===== config.mk =====
export PLATFORM = sky130hd
export DESIGN_NAME = fetch_sequencer
export DESIGN_NICKNAME = d
export VERILOG_FILES = /design/src/rtl/fetch_sequencer.sv
export SDC_FILE = /design/constraint.sdc
export NUM_CORES = 1
export LEC_CHECK = 0
export CAP_MARGIN = 40
export CORE_MARGIN = 5
export CORE_UTILIZATION = 29
export CTS_BUF_LIST = sky130_fd_sc_hd__clkbuf_4
export DETAILED_ROUTE_END_ITERATION = 7
export DONT_BUFFER_PORTS = 1
export GPL_TIMING_DRIVEN = 1
export PLACE_DENSITY_LB_ADDON = 0.12
export SETUP_SLACK_MARGIN = 0.05
export SLEW_MARGIN = 20
export SYNTH_ARGS = -nofsm -noshare
export SYNTH_HDL_FRONTEND = slang
export SYNTH_SLANG_ARGS = --single-unit

===== constraint.sdc =====
create_clock -name clk -period 2.4 [get_ports clk]
set_clock_uncertainty 0.2 [all_clocks]
set_input_delay 0.36 -clock clk [delete_from_list [all_inputs] [get_ports clk]]
set_output_delay 0.36 -clock clk [all_outputs]
set_load 0.02 [all_outputs]

===== src/rtl/fetch_sequencer.sv =====
// Instruction sequencer: owns the PC, fetches/decodes ROM words, resolves jmp/br locally
// and issues everything else to the datapath. Optional HALT on self-jmp: FETCH_SEQ_HALT_DETECT_EN.
module fetch_sequencer #(
  parameter int ADDR_W = 4,
  parameter int INST_W = 16
) (
  input  logic              clk,
  input  logic              rst,
  input  logic              run,
  output logic [ADDR_W-1:0] rom_addr,
  input  logic [INST_W-1:0] rom_inst,
  input  logic              zero_flag,
  output logic              issue_valid,
  output logic [INST_W-1:0] issue_inst,
  input  logic              issue_ready,
  input  logic              exec_done,
  output logic              busy,
  output logic              halted
);

  localparam logic [3:0] OP_JMP = 4'b1000;
  localparam logic [3:0] OP_BR  = 4'b1100;
  // Branch targets come from IR[11:8]; narrower PCs keep only the low bits.
  localparam int TGT_W = (ADDR_W < 4) ? ADDR_W : 4;

  typedef enum logic [2:0] {
    S_IDLE,
    S_FETCH,
    S_DECODE,
    S_ISSUE,
    S_EXEC
`ifdef FETCH_SEQ_HALT_DETECT_EN
    , S_HALT
`endif
  } state_t;

  state_t            state;
  logic [ADDR_W-1:0] pc;
  logic [INST_W-1:0] ir;
  logic [3:0]        opcode;
  logic [ADDR_W-1:0] target;
  logic [ADDR_W-1:0] pc_inc;

  assign opcode   = ir[INST_W-1 -: 4];
  assign target   = ADDR_W'(ir[8 +: TGT_W]);
  assign pc_inc   = pc + ADDR_W'(1);
  assign rom_addr = pc;

`ifdef FETCH_SEQ_HALT_DETECT_EN
  logic halted_q;
  assign halted = halted_q;
`else
  assign halted = 1'b0;
`endif

  // NOTE: every register here is updated with <= so all state moves together on
  // the edge; a blocking = would let later statements see half-updated values.
  always_ff @(posedge clk) begin
    if (rst) begin
      state       <= S_IDLE;
      pc          <= '0;
      ir          <= '0;
      issue_valid <= 1'b0;
      issue_inst  <= '0;
      busy        <= 1'b0;
`ifdef FETCH_SEQ_HALT_DETECT_EN
      halted_q    <= 1'b0;
`endif
    end else begin
      case (state)
        S_IDLE: begin
          if (run) begin
            state <= S_FETCH;
            busy  <= 1'b1;
          end
        end

        S_FETCH: begin
          ir    <= rom_inst;
          state <= S_DECODE;
        end

        S_DECODE: begin
          if (opcode == OP_JMP) begin
            pc <= target;
`ifdef FETCH_SEQ_HALT_DETECT_EN
            if (target == pc) begin
              state    <= S_HALT;
              busy     <= 1'b0;
              halted_q <= 1'b1;
            end else
`endif
            begin
              state <= run ? S_FETCH : S_IDLE;
              busy  <= run;
            end
          end else if (opcode == OP_BR) begin
            pc    <= zero_flag ? target : pc_inc;
            state <= run ? S_FETCH : S_IDLE;
            busy  <= run;
          end else begin
            // Unknown opcodes go out unmodified; the datapath owns their meaning.
            issue_valid <= 1'b1;
            issue_inst  <= ir;
            state       <= S_ISSUE;
          end
        end

        S_ISSUE: begin
          if (issue_ready) begin
            issue_valid <= 1'b0;
            state       <= S_EXEC;
          end
        end

        S_EXEC: begin
          // Completion only counts once we are here, never on the accept edge.
          if (exec_done) begin
            pc    <= pc_inc;
            state <= run ? S_FETCH : S_IDLE;
            busy  <= run;
          end
        end

`ifdef FETCH_SEQ_HALT_DETECT_EN
        S_HALT: begin
          state <= S_HALT;
        end
`endif

        default: begin
          state <= S_IDLE;
          busy  <= 1'b0;
        end
      endcase
    end
  end

endmodule


==> qor.yml <==
global_routing:
  grt.overflow.total: 0
  antenna_found_initial: 0
  grt_use_total_pct: 11.5
  grt_pass1_wl_um: 6620
  grt_pass1_vias: 1287
  grt_max_degree: 42
synth:
  yosys_register_bits: 41
  synth_enable_flop_cells: 0
  avgSynthCellArea_um2: 8.14
  synth.net_count: 229
  ys.flop_type: "dfxtp_1"
  netlist_instances: 206
  yosys.cell_types.count: 35
  syn_area_um2: 1680
  synthArstFlopShare_pct: 0
  yosys_warnings: 0
  yosysSeqAreaShare_pct: 49.0
die:
  dieArea_um2: 7400
  die_w_um: 86.0
  coreArea_um2: 5570
  die_h_um: 86.0
  io_pins: 45
  rows: 27
  initial_core_util_pct: 30.1
worst_setup_path:
  worstSetupEndpoint: "state[1]"
  startpoint: "ir[15]"
  worstReg2RegStart: "ir[15]"
  reg2reg_depth: 4
  slowest_stage: "dlygate4sd3_1"
  startpoint_type: "flip-flop"
  path_class: "reg -> reg"
  worst_setup_path_end_kind: "flip-flop"
  arrival_ns: 2.27
  crit_required_ns: 2.44
  path_cells: "or3b_2 > nand3_2 > a21oi_1 > dlygate4sd3_1"
  timing.rr.end: "state[1]"
  rrSetupSlack_ns: 0.17
  cp_max_fo: 17
  slowest_delay_ns: 0.58
timing:
  setup_violations: 0
  final.setup.tns_ns: 0
  rsz0062_at_grt: "false"
  finalMaxSlewViolations: 0
  holdWs_ns: 0.100
  tightest_slew_ns: 0.680
  slew_headroom_pct: 54.7
  timing.final.crit_share_pct: 92.9
  hold_viol_final: 0
  fin_crit_ns: 2.23
  clock.fmax_ghz: 0.449
routing:
  drc: 0
  routed_wl_um: 4120
  routedWlPerCell_um: 14.0
  drt_iter0_markers: 83
  ant_nets: 0
  drt-vias-per-instance: 4.70
  drtPass1Iterations: 4
  dr_total_vias: 1386
final_layout:
  multiInputGateArea_um2: 771
  drive_gt1_share_pct: 9.87
  regArea_um2: 821
  num-fill-cells: 626
  nets: 245
  fin_cells: 295
  post-route-util_pct: 35.5
  syn_to_final_growth_pct: 18.0
  antenna_cells: 0
clock_tree:
  cts_made_buffers: 5
  cts_buffer_depth: 2
  tritoncts: "built"
  htreeDepth: 2
  cts_setup_buffers: 0
  cts_root_buf: "clkbuf_4"
  cts_sinks: 41
  cts.clk_slew.worst_paths_ns: 0.12
  insertion_delay_ns: 0.34
place:
  portBuffers: 0
  place_inst: 267
  place_congestion: 0.750
  dp_hpwl_um: 2830
power_and_ir_drop:
  p_leak_nw: 0.692
  powerDensity_nw_per_um2: 751
  irDropWorstVdd_mv: 0.215
job:
  cap_viol_max_count: 0
outcome:
  status: "completed"
hold_path:
  hold_path_class: "in -> reg"
-- cells by family after synthesis --
logic type,Yosys count,synth area share (%)
AO/OA/AOI/OAI,46,15.8
adder cells (fa/ha/maj),2,1.34
buffers and inverters,15,5.07
flip-flops,41,49.0
multiplexers,5,3.13
other,1,0.224
AND/OR/NAND/NOR,96,25.4
-- through the flow --
stage / worst slack [ns] / instance area [um^2] / total power, W
floorplan: 0.684 / 1680 / 0.00105
global placement: 0.360 / 1710 / 0.00109
detailed placement: 0.354 / 1710 / 0.00110
CTS: 0.185 / 1970 / 0.00151
global route: 0.0581 / 1980 / 0.00159
finish: 0.171 / 1980 / 0.00148
-- cell usage after synthesis (2+ instances only) --
cell / instances / area, um^2
nor2b_1: 4 / 25.0
mux2i_1: 3 / 30.0
nor2_1: 12 / 45.0
o211ai_1: 2 / 15.0
nor2b_2: 2 / 17.5
a22oi_1: 3 / 22.5
buf_6: 3 / 33.8
dfxtp_1: 41 / 821
clkbuf_1: 7 / 26.3
nand2b_1: 2 / 12.5
nand2_1: 65 / 244
nand3_1: 2 / 10.0
a21oi_1: 35 / 175
buf_2: 2 / 10.0
o21ai_0: 2 / 10.0
mux2_2: 2 / 22.5
-- cell usage in the layout (no fill, tap or decap), types with 2 or more instances in the layout --
master	instances
a21oi_1	35
nand2_1	65
nor2b_1	4
a22oi_1	3
mux2i_1	3
nor2_1	12
o21ai_0	2
nand3_1	2
nor2b_2	2
buf_4	3
dfxtp_1	41
dlygate4sd3_1	19
mux2_2	2
nand2b_1	2
o211ai_1	2
clkbuf_4	8
-- report_power, final --
| part | internal [W] | switching [W] | total [W] |
|---|---|---|---|
| logic | 0.000127 | 0.000177 | 0.000304 |
| clock network | 0.000151 | 0.000214 | 0.000365 |
| registers | 0.000741 | 0.0000750 | 0.000816 |
-- area by class of cell --
class / count / share of cell area [%]
multi-input cells: 150 / 39.0
well taps: 72 / 4.55
repair buffers: 23 / 11.8
flip-flops and latches: 41 / 41.5
inverters: 1 / 0.190
clock buffers: 8 / 3.04
-- flip-flops by register name, summed over array words and instances (netlist names) --
register / flops
ir: 16
busy: 1
issue_inst: 16
rom_addr: 4
state: 3
issue_valid: 1
-- timing repair --
action                    4_1_cts  5_1_grt
hold buffers                   19        1
hold endpoints to repair       41        1
resized for setup               0        0
-- worst max-delay path: cells and delay by family, from the launching register on --
family | cells | cell delay [ns]
flip-flops | 1 | 0.38
buffers and inverters | 1 | 0.58
AO/OA/AOI/OAI | 1 | 0.12
AND/OR/NAND/NOR | 2 | 0.85
-- layer usage --
metal  wire (um)  up-vias  track usage, %
met5           0        -               0
li1            -      712               -
met3         287        4            5.00
met2        1910       36            17.9
met4          38        0            3.45
met1        1890      634            14.4
-- worst min-delay path by stage --
stage,startpoint,end,slack [ns],cells after the start
finish,rst,ir[0],0.1,2
global route,rst,ir[7],0.08,2
CTS,exec_done,state[2],0.003,2
detailed placement,rst,state[2],0.24,1
global placement,ir[5],issue_inst[5],0.23,2
floorplan,ir[3],issue_inst[3],0.23,2
(Power assumes the default switching activity.)
